--- src/rtl/hazard_scoreboard.sv ---
// hazard_scoreboard: in-flight register-writer scoreboard for the pipelined CPU.
// Tracks writers in DEPTH post-decode stages (entry 1 = EX), stalls ID when
// a source operand would not be ready in time, and produces forwarding selects.
//
// Ports:
//   clk, reset            clock, asynchronous active-low reset
//   id_*                  decoded ID-stage instruction (valid, write, load, dst,
//                         branch, sources and their use flags)
//   freeze                hold the whole scoreboard
//   flush_all             invalidate every tracked entry
//   stall                 hold PC and IF/ID, bubble into EX (combinational)
//   fwd_a_id, fwd_b_id    branch-operand selects in ID (combinational)
//   fwd_a_ex, fwd_b_ex    ALU-operand selects for the instruction in EX (registered)
//   stall_cnt             saturating count of stall cycles
module hazard_scoreboard #(
    parameter int unsigned DEPTH    = 3,
    parameter int unsigned REG_AW   = 5,
    parameter int unsigned ALU_RDY  = 2,
    parameter int unsigned LOAD_RDY = 3,
    parameter int unsigned SEL_W    = $clog2(DEPTH + 1),
    parameter int unsigned CNT_W    = 16
) (
    input  logic              clk,
    input  logic              reset,
    input  logic              id_valid,
    input  logic              id_we,
    input  logic              id_load,
    input  logic [REG_AW-1:0] id_dst,
    input  logic              id_branch,
    input  logic [REG_AW-1:0] id_src_a,
    input  logic [REG_AW-1:0] id_src_b,
    input  logic              id_use_a,
    input  logic              id_use_b,
    input  logic              freeze,
    input  logic              flush_all,
    output logic              stall,
    output logic [SEL_W-1:0]  fwd_a_id,
    output logic [SEL_W-1:0]  fwd_b_id,
    output logic [SEL_W-1:0]  fwd_a_ex,
    output logic [SEL_W-1:0]  fwd_b_ex,
    output logic [CNT_W-1:0]  stall_cnt
);

    logic [DEPTH:1]    v_q;
    logic [DEPTH:1]    load_q;
    logic [REG_AW-1:0] dst_q [1:DEPTH];

    // Index 0 = source A, index 1 = source B.
    logic [REG_AW-1:0] src    [2];
    logic              rd     [2];
    logic              hit    [2];
    int                hit_j  [2];
    int                need   [2];
    logic              haz    [2];
    logic [SEL_W-1:0]  sel_id [2];
    logic [SEL_W-1:0]  sel_ex [2];

    assign src[0] = id_src_a;
    assign src[1] = id_src_b;
    assign rd[0]  = id_use_a;
    assign rd[1]  = id_use_b;

    always_comb begin
        for (int s = 0; s < 2; s++) begin
            hit[s]    = 1'b0;
            hit_j[s]  = 0;
            need[s]   = int'(ALU_RDY);
            haz[s]    = 1'b0;
            sel_id[s] = '0;
            sel_ex[s] = '0;
            // Scan oldest to youngest so the youngest producer wins.
            for (int j = int'(DEPTH); j >= 1; j--) begin
                if (v_q[j] && rd[s] && (dst_q[j] == src[s])) begin
                    hit[s]   = 1'b1;
                    hit_j[s] = j;
                    need[s]  = load_q[j] ? int'(LOAD_RDY) : int'(ALU_RDY);
                end
            end
            if (hit[s]) begin
                if (id_branch) begin
                    if (hit_j[s] >= need[s]) sel_id[s] = SEL_W'(hit_j[s]);
                    else                     haz[s]    = 1'b1;
                end else begin
                    // Producer moves one stage on before the consumer reaches EX;
                    // past the last stage it is already in the register file.
                    if (hit_j[s] + 1 > int'(DEPTH))   sel_ex[s] = '0;
                    else if (hit_j[s] + 1 >= need[s]) sel_ex[s] = SEL_W'(hit_j[s] + 1);
                    else                              haz[s]    = 1'b1;
                end
            end
        end
    end

    assign stall    = id_valid && (haz[0] || haz[1]);
    assign fwd_a_id = sel_id[0];
    assign fwd_b_id = sel_id[1];

    always_ff @(posedge clk or negedge reset) begin
        if (!reset) begin
            v_q      <= '0;
            load_q   <= '0;
            for (int j = 1; j <= int'(DEPTH); j++) dst_q[j] <= '0;
            fwd_a_ex <= '0;
            fwd_b_ex <= '0;
        end else if (flush_all) begin
            v_q      <= '0;
            fwd_a_ex <= '0;
            fwd_b_ex <= '0;
        end else if (!freeze) begin
            for (int j = int'(DEPTH); j >= 2; j--) begin
                v_q[j]    <= v_q[j-1];
                load_q[j] <= load_q[j-1];
                dst_q[j]  <= dst_q[j-1];
            end
            v_q[1]    <= id_valid && !stall && id_we && (id_dst != '0);
            load_q[1] <= id_load;
            dst_q[1]  <= id_dst;
            fwd_a_ex  <= stall ? '0 : sel_ex[0];
            fwd_b_ex  <= stall ? '0 : sel_ex[1];
        end
    end

    always_ff @(posedge clk or negedge reset) begin
        if (!reset) begin
            stall_cnt <= '0;
        end else if (stall && !freeze && !flush_all && (stall_cnt != '1)) begin
            stall_cnt <= stall_cnt + 1'b1;
        end
    end

endmodule

--- config.mk ---
export PLATFORM = sky130hd
export DESIGN_NAME = hazard_scoreboard
export DESIGN_NICKNAME = d
export VERILOG_FILES = /design/src/rtl/hazard_scoreboard.sv
export SDC_FILE = /design/constraint.sdc
export NUM_CORES = 1
export LEC_CHECK = 0
export BUFFER_PORTS_ARGS = -buffer_cell sky130_fd_sc_hd__buf_4
export CAP_MARGIN = 10
export CORE_ASPECT_RATIO = 2
export CORE_MARGIN = 2
export CORE_UTILIZATION = 25
export CTS_CLUSTER_DIAMETER = 150
export DETAILED_ROUTE_END_ITERATION = 8
export SLEW_MARGIN = 20
export SYNTH_ARGS = -nofsm -noshare
export SYNTH_HDL_FRONTEND = slang
export SYNTH_SLANG_ARGS = --single-unit
--- constraint.sdc ---
create_clock -name clk -period 3.1 [get_ports clk]
set_clock_uncertainty 0.1 [all_clocks]
set_input_delay 0.31 -clock clk [delete_from_list [all_inputs] [get_ports clk]]
set_output_delay 0.31 -clock clk [all_outputs]
set_load 0.01 [all_outputs]
# [Word-level counts from Yosys, hierarchy flattened]
# Index checks and enable logic that the tools add are counted.
[totals] register_bits=41 input_bits=25 output_inout_bits=25
[op_classes] n_addsub=3 magnitude_cmp=6 n_eq_ne=8 mux=53 bitwise=2 n_reduce_logical=25
[ops] cell="32-bit two-way mux" count=7
[ops] cell="32-bit greater-or-equal comparator" count=4
[ops] cell="32-bit by 2-bit adder with 32-bit output (second input constant)" count=2
[ops] cell="32-bit by 3-bit greater-than comparator with 1-bit output (second input constant)" count=2
[ops] cell="2-bit two-way mux" count=23
[ops] cell="5-bit == test" count=6
[ops] cell="1-bit two-way mux" count=21
[ops] cell="1-bit logical AND" count=19
[ops] cell="16-bit by 1-bit adder with 16-bit output (second input constant)" count=1
[ops] cell="16-bit != test (second input constant)" count=1
[ops] cell="3-bit two-way mux" count=2
[ops] cell="5-bit nonzero test" count=1
[ops] cell="1-bit zero test" count=3
[ops] cell="2-bit by 1-bit != test with 1-bit output (second input constant)" count=1
[ops] cell="1-bit inverter" count=2
[ops] cell="2-bit AND reduction" count=1
[ops] cell="1-bit logical OR" count=1

# [Longest topological paths before layout]
[logic_depth] ltp_word=19 depth_mapped=16

# [Least setup slack after synthesis]
# OpenSTA, ideal clock, no wires.
[synth_path] path_type="register to output" startpoint="register dst_q[9] (netlist name)" endpoint="output stall" arrival_ps=2973 required_ps=2690 path_slack_ps=-283 stages_incl_launch_ff=16 path_buffers=2 cell_sequence="dfrtp_1 -> xor2_1 -> nor4_1 -> nand4_1 -> nand2b_1 -> o22ai_1 -> mux2_2 -> ha_1 -> nand2b_1 -> a211oi_1 -> nor2_1 -> a21oi_1 -> a22o_1 -> buf_6 -> clkbuf_1 -> and2_1"
[synth_via] elab_chain_cells=12
[synth_lines] item="start, declared" line="46" source="logic [REG_AW-1:0] dst_q [1:DEPTH];"
[synth_lines] item="start signal, assigned by index" line="113" source="dst_q[j] <= dst_q[j-1];"
[synth_lines] item="5-bit == test" line="73" source="if (v_q[j] && rd[s] && (dst_q[j] == src[s])) begin"
[synth_lines] item="1-bit logical AND" line="73"
[synth_lines] item="2-bit two-way mux or 32-bit two-way mux (tied branches)" line="73"
[synth_lines] item="32-bit two-way mux" line="73"
[synth_lines] item="32-bit by 2-bit adder with 32-bit output"
[synth_lines] item="32-bit greater-or-equal comparator" line="87" source="else if (hit_j[s] + 1 >= need[s]) sel_ex[s] = SEL_W'(hit_j[s] + 1);"
[synth_lines] item="1-bit two-way mux" line="87"
[synth_lines] item="1-bit two-way mux" line="86" source="if (hit_j[s] + 1 > int'(DEPTH)) sel_ex[s] = '0;"
[synth_lines] item="1-bit two-way mux" line="80" source="if (id_branch) begin"
[synth_lines] item="1-bit two-way mux" line="79" source="if (hit[s]) begin"
[synth_lines] item="1-bit logical OR (*)" line="94" source="assign stall = id_valid && (haz[0] || haz[1]);"
[synth_lines] item="1-bit logical AND (*)" line="94"
[synth_lines] item="end, declared" line="36" source="output logic stall,"
# Every way passes the cells marked *; elsewhere a longest branch is shown, timed or not.

# [Worst setup path after layout]
[layout_path] startpoint="register dst_q[12] (netlist name)" endpoint="output stall"
[layout_via] elab_chain_cells=11
[layout_lines] item="5-bit == test" line="73"
[layout_lines] item="1-bit logical AND" line="73"
[layout_lines] item="32-bit two-way mux" line="73"
[layout_lines] item="32-bit by 2-bit adder with 32-bit output"
[layout_lines] item="32-bit greater-or-equal comparator" line="87"
[layout_lines] item="1-bit two-way mux" line="87"
[layout_lines] item="1-bit two-way mux" line="86"
[layout_lines] item="1-bit two-way mux" line="80"
[layout_lines] item="1-bit two-way mux" line="79"
[layout_lines] item="1-bit logical OR (*)" line="94"
[layout_lines] item="1-bit logical AND (*)" line="94"
# Marks and branches as above.

==> summary.txt <==
Placement
  – Final HPWL DP: 5055 um
  – # placed instances: 409
  – Final GP Congestion: 0.8155
  – I/O Buffers: 49
  – Post-placement cell area: 3242 um2

Power
  – Comb pwr share: 21.5%
  – Clock share of power: 38.6%
  – Power Internal: 1.196 mW
  – Total power draw: 1.616 mW
  – Net Sw Power: 0.4201 mW
  – Maximum vdd drop: 0.0003717 V
  – Part of the power in registers: 39.9%
  – Switching Fraction: 26.00%
  – PD cells: 429.7 nW/um2
  – Leak: 1.766 nW

Logic synthesis
  – Top cells by count, synth: dfrtp_1 (41), xnor2_1 (25), xor2_1 (20)
  – Mapped Nets: 256
  – Ys flop type: dfrtp_1
  – Synth area leaders: dfrtp_1 (42%), xnor2_1 (9.0%), mux2_2 (8.4%)
  – Seq/Total Area, Yosys: 42.27%
  – Post-Syn Instances: 220
  – Most frequent cell after synthesis: dfrtp_1
  – Synthesized flop and latch total: 41
  – Post-synth ARST share: 100.0%
  – Synth top area share: 42.27%
  – Dominant cell type by area after synthesis: dfrtp_1
  – Netlist cell types: 36
  – Post-synth EDFFs: 0
  – Syn. warnings: 0
  – Synthesized area per cell: 11.03 um2
  – Synthesized area: 2427 um2

Floorplanning
  – Die Ht: 143.4 um
  – Core area: 9384 um2
  – Row count: 50
  – Starting Density: 25.87%
  – Number of I/O pins: 50
  – Die width: 73.68 um
  – Die ar.: 10560 um2

Timing
  – Slew @ Worst Pin: 599.0 ps
  – Worst slew margin relative to its limit: 60.07%
  – Final hold vios: 0
  – RSZ-0062 raised after global routing: yes
  – Tcrit/Tclk final: 113.5%
  – Period minus WS final: 3517 ps
  – Fmax: 0.2843 GHz
  – Count of pins over their slew limit: 0
  – Final setup viols: 21
  – Setup WS post-layout: -417.5 ps
  – Setup TNS: -4209 ps

Global routing
  – Layer with the highest usage: met2
  – Grt met3 use: 2.735%
  – Grt ovf: 0
  – Global-route wire length before repair: 10980 um
  – Met2 Track Usage GR: 25.23%
  – Met1 Usage GRT: 14.04%
  – Initial antenna violation count: 0
  – Global Route Usage Sum: 13.74%
  – Largest net degree at the start of global routing: 42
  – Vias in the first global route: 2304

Drt
  – First-pass DRT Iterations: 4
  – Average wire per standard cell: 15.80 um
  – Antenna viol nets, final: 0
  – Via count: 2085
  – Post-DR vias/cell: 4.826
  – DRT Wirelength: 6825 um
  – DR iter-0 viols: 56
  – # DRC: 0

Setup path
  – CP cell instances: buf_6, xor2_1, nor4_1, buf_4, nand4_1, mux2_4, ha_4, nand2b_4, a211oi_2, nor2_1, a21oi_1, a22o_1, buf_6, and2_4, buf_6
  – CP Capture Type: output port
  – Critical path peak fanout: 2
  – R2R Path Start: dst_q[12]
  – Crit path DAT: 3110 ps
  – Delay-heaviest family, CP: simple AND/OR/NAND/NOR gates
  – Crit Path Category: flip-flop to output port
  – Buf+Inv Stages, Crit Path: 4
  – Critical path's largest stage delay: 400 ps
  – CP required: 2690 ps
  – Critical path's most frequent cell: buf_6
  – Critical Path Source Type: flip-flop
  – Crit path from: dst_q[12]
  – Slowest CP cell: dfrtp_1

Clock network
  – Num CTS Buffers: 5
  – CTS Buffer Depth: 2
  – H-tree levels: 2
  – Root Buffer: clkbuf_16
  – CTS tree: yes
  – Clock sinks: 41
  – Clock Pin Slew Worst Setup and Hold Paths: 60 ps
  – Skew-Pair Late Insertion Delay: 290 ps

Layout
  – Antenna Cells: 0
  – Final nets: 363
  – Area delta synth->final: 54.90%
  – Fin cells: 432
  – Fin area: 3760 um2
  – Final core occ: 40.07%
  – Fraction of layout cells with a size suffix above 1: 50.00%

Status
  – Run status: complete, but fails checks
  – Failing checks: setup timing

Min path
  – Hold Path Class: input pin to flip-flop
  – Worst hold start: flush_all

Job
  – Max-cap violations: 0
power by group through the flow:
stage               Clock, mW  Sequential [mW]  Combinational, mW
floorplan                   0            0.651              0.149
global placement            0            0.649              0.310
detailed placement          0            0.652              0.314
CTS                     0.630            0.643              0.331
global route            0.648            0.653              0.381
finish                  0.624            0.645              0.347
timing repair:
| item | in CTS | in global routing |
|---|---|---|
| pin swaps | 21 | 21 |
| setup endpoints to repair | 23 | 24 |
| endpoints found under the hold margin | 41 | 0 |
| resized for setup | 30 | 18 |
| setup buffers | 11 | 4 |
| hold buffers | 1 | 0 |
per-stage QoR:
| stage | setup WS (ps) | hold WS (ps) |
|---|---|---|
| global route | -618.0 | 133.6 |
| global placement | -367.5 | 226.9 |
| detailed placement | -390.1 | 234.2 |
| CTS | -389.5 | 125.7 |
| finish | -417.5 | 132.2 |
| floorplan | 12.65 | -85.59 |
routing by layer:
layer | share of wire (%) | up-vias
met5 | 0 | -
met4 | 4.3 | 0
met3 | 3.3 | 18
met2 | 58 | 44
met1 | 35 | 1018
li1 | - | 1005
registers in the layout, summed over array words and instances (netlist names):
register   count
stall_cnt     16
dst_q         15
load_q         3
fwd_b_ex       2
v_q            3
fwd_a_ex       2
cells in the final DEF (no fill, tap or decap), drive strengths merged, types with 3 or more instances in the layout:
cell    instances
buf           105
dfrtp          41
xnor2          25
xor2           20
mux2           18
nand4          15
and3           12
ha             11
nand2          10
nor2            7
clkbuf          7
inv             6
o21ai           6
nor4            5
and2            5
nand3           5
a22o            3
nand2b          3
cell families after synthesis:
family | synth area share (%)
AOI/OAI and AO/OA | 8.454
muxes | 9.175
xor gates and xnor gates | 16.24
buffers and inverters | 2.165
DFF | 42.27
and+or+nand+nor | 16.03
adders and majority gates | 5.670
final timing paths:
path / endpoint / slack [ps] / cells after the start
max: stall / -420 / 15
min: v_q[3] / 130 / 2
max reg2reg: fwd_a_ex[0] / -380 / 16
min reg2reg: fwd_b_ex[0] / 390 / 1
max in group asynchronous: dst_q[0] / 2070 / 2
min in group asynchronous: stall_cnt[0] / 450 / 2
final cells by class:
type / instances / area [um2]
clock buffer: 7 / 142.6
sequential: 41 / 1026
clock inverter: 1 / 30.03
timing repair buffer: 106 / 864.6
tap: 104 / 130.1
inverter: 6 / 22.52
fill: 902 / 5624
multi-input combinational: 167 / 1544
(Power assumes the default switching activity.)
